File: src/rtl/mem_arbiter.sv
// mem_arbiter: shares one 32-bit memory port between the CPU data port
// (read/write, priority) and the instruction prefetch port (read-only).
// A starvation counter forces a prefetch grant after STARVE_LIMIT
// consecutive data grants made while a prefetch was waiting.
module mem_arbiter #(
  parameter int READ_LATENCY = 2,  // edges from o_address valid to i_data valid (1..7)
  parameter int STARVE_LIMIT = 4   // data grants tolerated while fetch waits (1..15)
) (
  input  logic        clock,
  input  logic        reset_n,
  input  logic        d_req,
  input  logic [31:0] d_address,
  input  logic [31:0] d_wdata,
  input  logic        d_we,
  output logic        d_ack,
  output logic [31:0] d_rdata,
  input  logic        f_req,
  input  logic [31:0] f_address,
  output logic        f_ack,
  output logic [31:0] f_rdata,
  output logic        busy,
  output logic [31:0] o_address,
  output logic [31:0] o_data,
  output logic        o_we,
  input  logic [31:0] i_data
);

  typedef enum logic [1:0] {IDLE, WRITE, READ, ACK} state_t;

  state_t      state_reg, state_next;
  logic        owner_f_reg;   // 1 when the current transaction belongs to prefetch
  logic [2:0]  cnt_reg;       // remaining read latency edges
  logic [3:0]  starve_reg;    // data grants issued while fetch was pending

  logic        any_req;
  logic        grant_f;

  assign any_req = d_req | f_req;
  // Data wins unless fetch has waited through STARVE_LIMIT data grants.
  assign grant_f = f_req & (~d_req | (starve_reg == 4'(STARVE_LIMIT)));

  // State register.
  always_ff @(posedge clock or negedge reset_n) begin
    if (!reset_n) state_reg <= IDLE;
    else          state_reg <= state_next;
  end

  // Next-state logic; ACK always returns to IDLE so a held request is
  // only re-evaluated once the requester has seen its ack.
  always_comb begin
    state_next = state_reg;
    case (state_reg)
      IDLE: begin
        if (any_req) begin
          if (!grant_f && d_we) state_next = WRITE;
          else                  state_next = READ;
        end
      end
      WRITE:   state_next = ACK;
      READ:    if (cnt_reg == 3'd0) state_next = ACK;
      ACK:     state_next = IDLE;
      default: state_next = IDLE;
    endcase
  end

  // Grant capture, memory port registers, latency and starvation counters.
  always_ff @(posedge clock or negedge reset_n) begin
    if (!reset_n) begin
      owner_f_reg <= 1'b0;
      cnt_reg     <= 3'd0;
      starve_reg  <= 4'd0;
      o_address   <= 32'd0;
      o_data      <= 32'd0;
      o_we        <= 1'b0;
      d_rdata     <= 32'd0;
      f_rdata     <= 32'd0;
    end else begin
      case (state_reg)
        IDLE: begin
          if (any_req) begin
            owner_f_reg <= grant_f;
            cnt_reg     <= 3'(READ_LATENCY);
            if (grant_f) begin
              o_address  <= f_address;
              starve_reg <= 4'd0;
            end else begin
              o_address <= d_address;
              if (d_we) begin
                o_data <= d_wdata;
                o_we   <= 1'b1;
              end
              if (!f_req)
                starve_reg <= 4'd0;
              else if (starve_reg != 4'(STARVE_LIMIT))
                starve_reg <= starve_reg + 4'd1;
            end
          end else begin
            // Idle with no request implies no fetch is waiting.
            starve_reg <= 4'd0;
          end
        end
        WRITE: o_we <= 1'b0;
        READ: begin
          if (cnt_reg != 3'd0) begin
            cnt_reg <= cnt_reg - 3'd1;
          end else if (owner_f_reg) begin
            f_rdata <= i_data;
          end else begin
            d_rdata <= i_data;
          end
        end
        default: ;
      endcase
    end
  end

  // Outputs decoded from state; the single owner bit keeps acks exclusive.
  always_comb begin
    d_ack = (state_reg == ACK) & ~owner_f_reg;
    f_ack = (state_reg == ACK) &  owner_f_reg;
    busy  = (state_reg != IDLE);
  end

endmodule
File: config.mk
export PLATFORM = sky130hd
export DESIGN_NAME = mem_arbiter
export DESIGN_NICKNAME = d
export VERILOG_FILES = /design/src/rtl/mem_arbiter.sv
export SDC_FILE = /design/constraint.sdc
export NUM_CORES = 1
export LEC_CHECK = 0
export CAP_MARGIN = 0
export CORE_MARGIN = 2
export CORE_UTILIZATION = 45
export CTS_CLUSTER_DIAMETER = 50
export CTS_CLUSTER_SIZE = 25
export DETAILED_ROUTE_END_ITERATION = 10
export MAX_ROUTING_LAYER = met4
export PLACE_DENSITY = 0.85
export SLEW_MARGIN = 20
export SYNTH_ARGS = -nofsm -noshare
export SYNTH_HDL_FRONTEND = slang
export SYNTH_SLANG_ARGS = --single-unit
File: constraint.sdc
create_clock -name clock -period 4.43 [get_ports clock]
set_input_delay 0.443 -clock clock [delete_from_list [all_inputs] [get_ports clock]]
set_output_delay 0.443 -clock clock [all_outputs]
set_load 0.05 [all_outputs]
==> impl_metrics.env <==
export IMPL_syn_num_nets=605
export IMPL_rows=42
export IMPL_crit_chain="inv_1 -> ha_1 -> inv_2 -> clkdlybuf4s50_1"
export IMPL_detail_route_antenna_nets=0
export IMPL_fin_crit_sh=0.6066
export IMPL_rsz0062_at_grt="false"
export IMPL_start_util=0.4556
export IMPL_io_buffers=264
export IMPL_tns_ns=0
export IMPL_drv_slew=0
export IMPL_crit_end="busy"
export IMPL_wl_per_cell_um=18.15
export IMPL_tightestPinTransition_ns=0.9843
export IMPL_ios=265
export IMPL_switching_share=0.4637
export IMPL_grt_total_usage=0.2509
export IMPL_p_switching_w=0.003999
export IMPL_p_total_w=0.008624
export IMPL_synth_compound_area_frac=0.08089
export IMPL_cpLargestDelayFamily="buffers and inverters"
export IMPL_maxSlewHeadroom=0.3438
export IMPL_yosys_area_share_simple=0.07860
export IMPL_drtPass1Iterations=4
export IMPL_synth_xor_area_frac=0
export IMPL_combPwrFrac=0.562
export IMPL_cp_end_kind="output port"
export IMPL_drive_gt1_frac=0.2089
export IMPL_via_per_inst=5.129
export IMPL_r2r_start="cnt_reg[0]$_DFFE_PN0P_"
export IMPL_holdCritPathClass="input port to asynchronous set/reset pin"
export IMPL_gr_total_overflow=0
export IMPL_hold_viol=0
export IMPL_routed_wl_um=16660
export IMPL_leakage_nw=3.986
export IMPL_p_clk_frac=0.175
export IMPL_cap_violations=0
export IMPL_p_int_w=0.004625
export IMPL_synth_top_family_by_area="multiplexers"
export IMPL_cp_required_ns=3.99
export IMPL_grt_first_pass_wirelength_um=26860
export IMPL_synth_fa_ha_area_frac=0.01672
export IMPL_finalCoreUtilization=0.7110
export IMPL_arrival_ns=2.24
export IMPL_rr_worst_depth=7
export IMPL_numCtsBuffers=17
export IMPL_critical_path_class="flop to output port"
export IMPL_drt_iter0_drc=303
export IMPL_final_cell_mix="263 x clkdlybuf4s50_1, 139 x dfrtp_1, 67 x mux2_2, 56 x a21oi_1, 39 x nand2_1"
export IMPL_ys_ff_latch=139
export IMPL_die_h_um=119.3
export IMPL_clk_pin_slew_ns=0.06
export IMPL_worst_path_buf_inv=3
export IMPL_core_mm2=0.01314
export IMPL_dpl_hpwl_um=11820
export IMPL_yosys_mux_area_fraction=0.2030
export IMPL_synth_area_mm2=0.005986
export IMPL_path_max_fanout=11
export IMPL_power_frac_seq=0.263
export IMPL_root_buffer="clkbuf_16"
export IMPL_critical_path_slowest_cell="clkdlybuf4s50_1"
export IMPL_fp_dieArea_mm2=0.01424
export IMPL_num_nets_final=870
export IMPL_path_depth=4
export IMPL_power_density_mw_per_mm2=923.3
export IMPL_layout_commonest_cell="clkdlybuf4s50_1"
export IMPL_ir_drop_mv=0.4801
export IMPL_synth_cell_type_count=40
export IMPL_critPathLaunchType="flop"
export IMPL_h_tree_depth=4
export IMPL_holdWs_ns=0.1245
export IMPL_outcome="complete, no violations"
export IMPL_place_area_mm2=0.008710
export IMPL_vias=4708
export IMPL_cts_setup_buffers=0
export IMPL_ys_warn_count=0
export IMPL_place_congestion=0.7801
export IMPL_finalSetupViolCount=0
export IMPL_stdcell_area_mm2=0.009340
export IMPL_synth_cells=464
export IMPL_reg2reg_slack_ns=1.94
export IMPL_insertedDiodeCount=0
export IMPL_grt_pass1_vias=5030
export IMPL_post_cts_resized=0
export IMPL_syn2layout_area_growth_pct=56.04
export IMPL_antenna_found_initial=0
export IMPL_layout_min_cycle_time_ns=2.687
export IMPL_grt_max_degree=109
export IMPL_die_w_um=119.3
export IMPL_clock_path_buffers=2
export IMPL_finClkSkew_ns=0.009980
export IMPL_cp_slowest_stage_delay_ns=0.84
export IMPL_drc=0
export IMPL_avgSynthCellArea_um2=12.90
export IMPL_r2r_end="d_rdata[12]$_DFFE_PN0P_"
export IMPL_crit_path_start="state_reg[0]$_DFFE_PN0P_"
export IMPL_max_freq_mhz=372.1
export IMPL_clock_latency_ns=0.42
export IMPL_cts_sink_count=139
export IMPL_yosysSeqAreaShare=0.5811
export IMPL_holdBufCountCts=0
export IMPL_tritoncts="done"
==> Yosys cell counts <==
library cell	number	share of area
o31ai_1	1	0.0013
clkbuf_1	5	0.0031
o2bb2ai_1	1	0.0015
o311ai_0	1	0.0015
nor4bb_1	1	0.0017
nand3_1	4	0.0033
buf_4	4	0.0050
and2_1	1	0.0010
buf_2	4	0.0033
nor3b_1	1	0.0013
o21a_1	1	0.0013
a21oi_2	10	0.015
inv_2	1	0.00063
or2b_1	1	0.0013
dfrtp_1	139	0.58
nor2_2	2	0.0021
and2_4	1	0.0015
nor4b_1	1	0.0015
a22o_1	2	0.0029
and4b_4	1	0.0023
o21ai_1	1	0.00084
mux2_4	30	0.075
nand4b_1	1	0.0015
nor2b_4	1	0.0023
nor2b_1	5	0.0052
a21oi_1	56	0.047
o221ai_1	1	0.0015
or3_1	1	0.0010
nand2_1	39	0.024
and3_1	3	0.0031
buf_6	12	0.023
inv_1	8	0.0050
nand4_1	2	0.0021
or2_1	1	0.0010
mux2i_1	1	0.0017
ha_1	8	0.017
mux2_2	67	0.13
nor2_1	35	0.022
o211ai_1	1	0.0013
o21ai_0	9	0.0075
==> metrics by stage <==
step                      instances  setup WS, ns
after detailed placement        886         1.762
after CTS                       918         1.728
final                           918         1.743
after global routing            918         1.635
after floorplan                 464         2.679
after global placement          886         1.887
==> power by group through the flow <==
stage	Combinational (W)	Clock, W	Sequential (W)
6_report	0.00485	0.00151	0.00227
4_1_cts	0.00487	0.00153	0.00227
3_3_place_gp	0.00476	0	0.00223
5_1_grt	0.00506	0.00160	0.00234
2_1_floorplan	0.00113	0	0.00429
3_5_place_dp	0.00485	0	0.00227
==> final cells by class <==
cell class,count,area [um2]
Timing Repair Buffer,271,2696
Clock buffer,18,439.2
Clock inverter,14,191.4
Sequential cell,139,3478
Fill cell,903,3797
Inverter,9,33.78
Tap cell,176,220.2
Multi-Input combinational cell,291,2281
==> how the worst min path moves through the flow <==
stage | startpoint | to | slack [ns] | cells after the start
floorplan | reset_n | cnt_reg[0]$_DFFE_PN0P_ | 0.15 | 0
global placement | f_rdata[25]$_DFFE_PN0P_ | f_rdata[25]$_DFFE_PN0P_ | 0.49 | 1
detailed placement | f_rdata[2]$_DFFE_PN0P_ | f_rdata[2]$_DFFE_PN0P_ | 0.49 | 1
CTS | reset_n | d_rdata[20]$_DFFE_PN0P_ | 0.18 | 1
global route | reset_n | d_rdata[20]$_DFFE_PN0P_ | 0.22 | 1
finish | reset_n | d_rdata[20]$_DFFE_PN0P_ | 0.12 | 1
==> layer usage <==
layer	up-vias	global-route usage	routed length [um]	part of all wire
li1	2144	-	-	-
met1	2302	0.2947	6733	0.40
met2	234	0.4098	8261	0.50
met3	28	0.06992	1283	0.077
met4	0	0.1015	381	0.023
met5	-	-	0	0
==> logic make-up (layout without fill, tap and decap cells) <==
logic type	Yosys count	in the layout
mux	98	98
buf+inv	34	312
fa+ha+maj	8	8
flops	139	139
simple gates	101	101
compound gates	84	84
Note: power is estimated with default switching activity, not from simulation.
